--- src/rtl/user_irq_ctrl.sv ---
// user_irq_ctrl: synchronizes and qualifies the user-project IRQ lines,
// latches them as level or rising-edge events into a pending register,
// tracks overruns and exposes PEND/MODE/RAW/OVR on the iomem register bus.
//
// Build option: define USER_IRQ_SYNC_EN for a two-flop synchronizer per
// line (asynchronous user IRQs). Left undefined, each line is sampled by a
// single flop and every IRQ latency is one cycle shorter.

// Per-line event logic: input stage, edge detect, pending and overrun bits.
module user_irq_lane (
  input  logic clk,
  input  logic resetn,
  input  logic i_irq,
  input  logic i_ena,
  input  logic i_mode,      // 1 = rising-edge, 0 = level
  input  logic i_clr_pend,  // W1C to PEND for this line
  input  logic i_clr_ovr,   // W1C to OVR for this line
  output logic o_s,
  output logic o_pend,
  output logic o_ovr
);

  logic r_s;
  logic r_prev;
  logic r_pend;
  logic r_ovr;
  logic w_rise;
  logic w_event;

`ifdef USER_IRQ_SYNC_EN
  logic r_meta;

  // Two-flop synchronizer for an IRQ that is asynchronous to clk.
  always_ff @(posedge clk or negedge resetn) begin
    if (!resetn) begin
      r_meta <= 1'b0;
      r_s    <= 1'b0;
    end else begin
      r_meta <= i_irq;
      r_s    <= r_meta;
    end
  end
`else
  // Single sampling flop; the source is assumed synchronous to clk.
  always_ff @(posedge clk or negedge resetn) begin
    if (!resetn) r_s <= 1'b0;
    else         r_s <= i_irq;
  end
`endif

  assign w_rise  = r_s & ~r_prev;
  assign w_event = i_mode ? w_rise : r_s;

  // Previous synchronized level for edge detection.
  always_ff @(posedge clk or negedge resetn) begin
    if (!resetn) r_prev <= 1'b0;
    else         r_prev <= r_s;
  end

  // Pending: disable clears, a new event beats a same-cycle W1C.
  always_ff @(posedge clk or negedge resetn) begin
    if (!resetn)         r_pend <= 1'b0;
    else if (!i_ena)     r_pend <= 1'b0;
    else if (w_event)    r_pend <= 1'b1;
    else if (i_clr_pend) r_pend <= 1'b0;
  end

  // Overrun: an edge arriving on an already-pending enabled line; set beats clear.
  always_ff @(posedge clk or negedge resetn) begin
    if (!resetn)                               r_ovr <= 1'b0;
    else if (i_ena && i_mode && w_rise && r_pend) r_ovr <= 1'b1;
    else if (i_clr_ovr)                        r_ovr <= 1'b0;
  end

  assign o_s    = r_s;
  assign o_pend = r_pend;
  assign o_ovr  = r_ovr;

endmodule

// Top: register bus, mode register and the array of per-line event lanes.
module user_irq_ctrl #(
  parameter int NUM_LANES = 3
) (
  input  logic                 clk,
  input  logic                 resetn,
  input  logic [31:0]          iomem_addr,
  input  logic                 iomem_valid,
  input  logic [3:0]           iomem_wstrb,
  input  logic [31:0]          iomem_wdata,
  output logic [31:0]          iomem_rdata,
  output logic                 iomem_ready,
  input  logic [NUM_LANES-1:0] user_irq_ena,
  input  logic [NUM_LANES-1:0] user_irq,
  output logic [NUM_LANES-1:0] irq_out,
  output logic                 irq_any
);

  localparam logic [31:0] BASE_ADR = 32'h2F00_0100;
  localparam logic [7:0]  PEND_ADR = 8'h00;
  localparam logic [7:0]  MODE_ADR = 8'h04;
  localparam logic [7:0]  RAW_ADR  = 8'h08;
  localparam logic [7:0]  OVR_ADR  = 8'h0C;

  logic                 r_ready;
  logic [31:0]          r_rdata;
  logic [NUM_LANES-1:0] r_mode;
  logic                 r_any;

  logic                 w_acc;
  logic                 w_wr;
  logic [7:0]           w_off;
  logic [31:0]          w_rd;
  logic [NUM_LANES-1:0] w_s;
  logic [NUM_LANES-1:0] w_pend;
  logic [NUM_LANES-1:0] w_ovr;
  logic [NUM_LANES-1:0] w_clr_pend;
  logic [NUM_LANES-1:0] w_clr_ovr;
  logic                 w_unused;

  // Only byte 0 carries register bits; the rest of the write bus is ignored.
  assign w_unused = &{1'b0, iomem_wdata[31:NUM_LANES], iomem_wstrb[3:1]};

  // Accept a new access only when idle in the ready cycle and addressed here.
  assign w_acc = iomem_valid && !r_ready &&
                 (iomem_addr[31:8] == BASE_ADR[31:8]);
  assign w_off = iomem_addr[7:0];
  assign w_wr  = w_acc && iomem_wstrb[0];

  assign w_clr_pend = (w_wr && (w_off == PEND_ADR)) ? iomem_wdata[NUM_LANES-1:0]
                                                     : '0;
  assign w_clr_ovr  = (w_wr && (w_off == OVR_ADR))  ? iomem_wdata[NUM_LANES-1:0]
                                                     : '0;

  // Read mux uses pre-write state so a read returns the value before any write.
  always_comb begin
    w_rd = '0;
    case (w_off)
      PEND_ADR: w_rd[NUM_LANES-1:0] = w_pend;
      MODE_ADR: w_rd[NUM_LANES-1:0] = r_mode;
      RAW_ADR:  w_rd[NUM_LANES-1:0] = w_s;
      OVR_ADR:  w_rd[NUM_LANES-1:0] = w_ovr;
      default:  w_rd = '0;
    endcase
  end

  // One-cycle ready pulse; read data only reloads on an accepted access.
  always_ff @(posedge clk or negedge resetn) begin
    if (!resetn) begin
      r_ready <= 1'b0;
      r_rdata <= '0;
    end else begin
      r_ready <= w_acc;
      if (w_acc) r_rdata <= w_rd;
    end
  end

  // Trigger-mode register.
  always_ff @(posedge clk or negedge resetn) begin
    if (!resetn)                        r_mode <= '0;
    else if (w_wr && (w_off == MODE_ADR)) r_mode <= iomem_wdata[NUM_LANES-1:0];
  end

  // Registered OR of the pending lines.
  always_ff @(posedge clk or negedge resetn) begin
    if (!resetn) r_any <= 1'b0;
    else         r_any <= |w_pend;
  end

  for (genvar g = 0; g < NUM_LANES; g++) begin : g_lane
    user_irq_lane u_lane (
      .clk        (clk),
      .resetn     (resetn),
      .i_irq      (user_irq[g]),
      .i_ena      (user_irq_ena[g]),
      .i_mode     (r_mode[g]),
      .i_clr_pend (w_clr_pend[g]),
      .i_clr_ovr  (w_clr_ovr[g]),
      .o_s        (w_s[g]),
      .o_pend     (w_pend[g]),
      .o_ovr      (w_ovr[g])
    );
  end

  assign iomem_ready = r_ready;
  assign iomem_rdata = r_rdata;
  assign irq_out     = w_pend;
  assign irq_any     = r_any;

endmodule

--- config.mk ---
export PLATFORM = sky130hd
export DESIGN_NAME = user_irq_ctrl
export DESIGN_NICKNAME = d
export VERILOG_FILES = /design/src/rtl/user_irq_ctrl.sv
export SDC_FILE = /design/constraint.sdc
export NUM_CORES = 1
export LEC_CHECK = 0
export ABC_AREA = 1
export CAP_MARGIN = 20
export CORE_MARGIN = 2
export CORE_UTILIZATION = 30
export DETAILED_ROUTE_END_ITERATION = 7
export PLACE_DENSITY = 0.87
export SLEW_MARGIN = 20
export SYNTH_ARGS = -nofsm -noshare
export SYNTH_HDL_FRONTEND = slang
export SYNTH_SLANG_ARGS = --single-unit
--- constraint.sdc ---
create_clock -name clk -period 1.45 [get_ports clk]
set_input_delay 0.29 -clock clk [delete_from_list [all_inputs] [get_ports clk]]
set_output_delay 0.29 -clock clk [all_outputs]
set_load 0.01 [all_outputs]
==> reports/metrics.csv <==
metric,value,unit
worst-skew pair later-pin latency,0.26,ns
beginning of the critical path,irq_any,
Clock Skews,0.000939,ns
Reg2Reg Setup Slack,0.11,ns
initial antenna violation count,0,
top fanout value on the critical path,1,
first-pass GRT wire length,5.41,mm
CP arrival,1.12,ns
total of max-cap violations,0,
DR WL met3,278,µm
H-tree levels,1,
post-route ant nets,0,
crit share post-route,97.2,%
vias per cell,4.34,
nets,331,
GRT Total Usage,13.4,%
PortBufs,52,
Setup Viol. Count Final,0,
warnings from Yosys,0,
1st-iter DRT viols,36,
fin worst setup slack,0.0402,ns
DP HPWL,2.73,mm
Post-synth EDFFs,0,
Vias,1323,
Congestion Overflow GR,0,
Fillers,413,
die span in x,70.8,µm
CP required,1.16,ns
# diodes,0,
core footprint,4320,µm²
final hold violation count,0,
Bufs and invs on worst path,1,
design area,2060,µm²
DRC,0,
Yosys reg bits,20,
Tmin final,1.41,ns
crit path cell chain,clkdlybuf4s50_1,
FMAX,0.709,GHz
Sink Count,20,
Crit-path slowest cell,clkdlybuf4s50_1,
Setup TNS Final,0,ns
area grow syn2layout,54.1,%
CP Class,register to output port,
worst min-delay path class,primary input to async pin,
RD Place Congestion,0.888,
"wirelength, routed",3.33,mm
minimum hold slack,0.363,ns
Metal-1 WL,1.34,mm
Die Y,70.8,µm
# IOs,114,
Synth Cell Area,1340,µm²
top sig layer,met4,
DRT Pass-1 Iters,4,
number of global-route vias before repair,1249,
reg2reg start,iomem_ready,
routed len/inst,10.9,µm
Core Rows,24,
Startpoint Class,register,
Initial Utilization,31.0,%
pre-CTS setup slack,-0.317,ns
CP top delay family,buffers and inverters,
CP endpoint kind,output port,
worst ir drop on vdd,0.423,mV
TritonCTS clock tree,done,
TritonCTS buffer count,3,
status,"finished, final reports clean",
Overall Power,1.27,mW
post-synthesis sequential area ratio,37.4,%
die area,5010,µm²
clock tree buffer depth,2,
Critical Path Max Stage Delay,0.54,ns
Pwr per Cell Area,616,nW/µm²
metal2 WL,1.62,mm
"Primary FF master, synth",dfrtp_1,
pin count of the biggest net entering global routing,21,
layout cells sized above 1,19.4,%
Root Driver,clkbuf_8,
post-synthesis cell type count,21,
Post-Synthesis Cells,176,
Post-synth ARST share,100,%
hold_buf cts,0,
Final Max Slew Viols,0,
"Avg Cell Area, Syn",7.61,µm²
Placed Area,1910,µm²
Static Leakage,1.15,nW
clk slew on worst S/H paths,0.07,ns
-- power breakdown --
group	internal (mW)	switching [mW]	total, mW
logic	0.133	0.123	0.256
clock network	0.242	0.185	0.427
registers	0.574	0.0149	0.589
-- stage by stage --
step,cells,util (%)
final,305,47.7
after global routing,305,47.7
after CTS,304,46.4
after detailed placement,292,44.2
after global placement,292,44.2
after floorplan,204,-
-- cells by family (layout without fill, tap and decap cells) --
family | count (synthesis) | in the layout | synth area share (%)
AND/OR/NAND/NOR | 84 | 84 | 32.1
buffers and inverters | 56 | 105 | 24.7
flip-flops | 20 | 20 | 37.4
AO/OA/AOI/OAI | 15 | 15 | 5.61
other | 1 | 29 | 0.280
-- state kept, by name, indices dropped and copies added, names as in the netlist --
register and cells:
g_lane.u_lane.o_pend 3, g_lane.u_lane.o_ovr 3, g_lane.u_lane.r_prev 3, g_lane.u_lane.o_s 3, iomem_rdata 3, irq_any 1, r_mode 3, iomem_ready 1
-- area by class of cell --
cell class                      count  area (µm²)  share of cell area, %
Tap cell                           52        65.1                   3.15
Clock buffer                        4        55.1                   2.67
Inverter                           24        90.1                   4.37
Sequential cell                    20         500                   24.3
Multi-Input combinational cell    128         641                   31.0
Timing Repair Buffer               77         712                   34.5
-- cell usage in the layout, fill, tap and decap left out, types with 12 or more instances in the layout --
master           count
buf_4               25
clkdlybuf4s50_1     16
conb_1              29
dfrtp_1             20
dlygate4sd2_1       23
dlymetal6s2s_1      13
inv_1               22
nand2_1             34
nand4_1             13
nor2_1              12
-- synth_stat cells (2+ instances only) --
library cell	count	area share (%)
nand2_1	37	10
buf_4	32	18
inv_1	23	6.4
dfrtp_1	20	37
nand4_1	13	6.1
nor2_1	13	3.6
nand3_1	8	3.0
o21ai_0	6	2.2
o21ai_1	6	2.2
a21oi_1	3	1.1
nor2_2	3	1.4
nor2_4	2	1.7
nor3_1	2	0.75
-- what timing repair did --
action                     CTS  global route
buffers inserted             8             1
gates cloned                 0             0
setup endpoints to repair   12            14
resized for setup           26            19
pin swaps                   24            17
-- per-layer routing --
metal	up-vias	track usage (%)
met1	597	15.4
met5	-	0
met4	0	6.08
met3	8	2.99
met2	60	23.6
li1	658	-
-- worst paths after layout --
check / end / depth (start not counted)
worst max-delay path: irq_any / 1
worst min-delay path: g_lane[1].u_lane.o_s / 2
worst max register to register: g_lane[2].u_lane.o_ovr / 10
worst min register to register: g_lane[1].u_lane.r_prev / 0
max in group asynchronous: iomem_rdata[1] / 2
min in group clk: g_lane[1].u_lane.r_prev / 0
(Power assumes the default switching activity.)
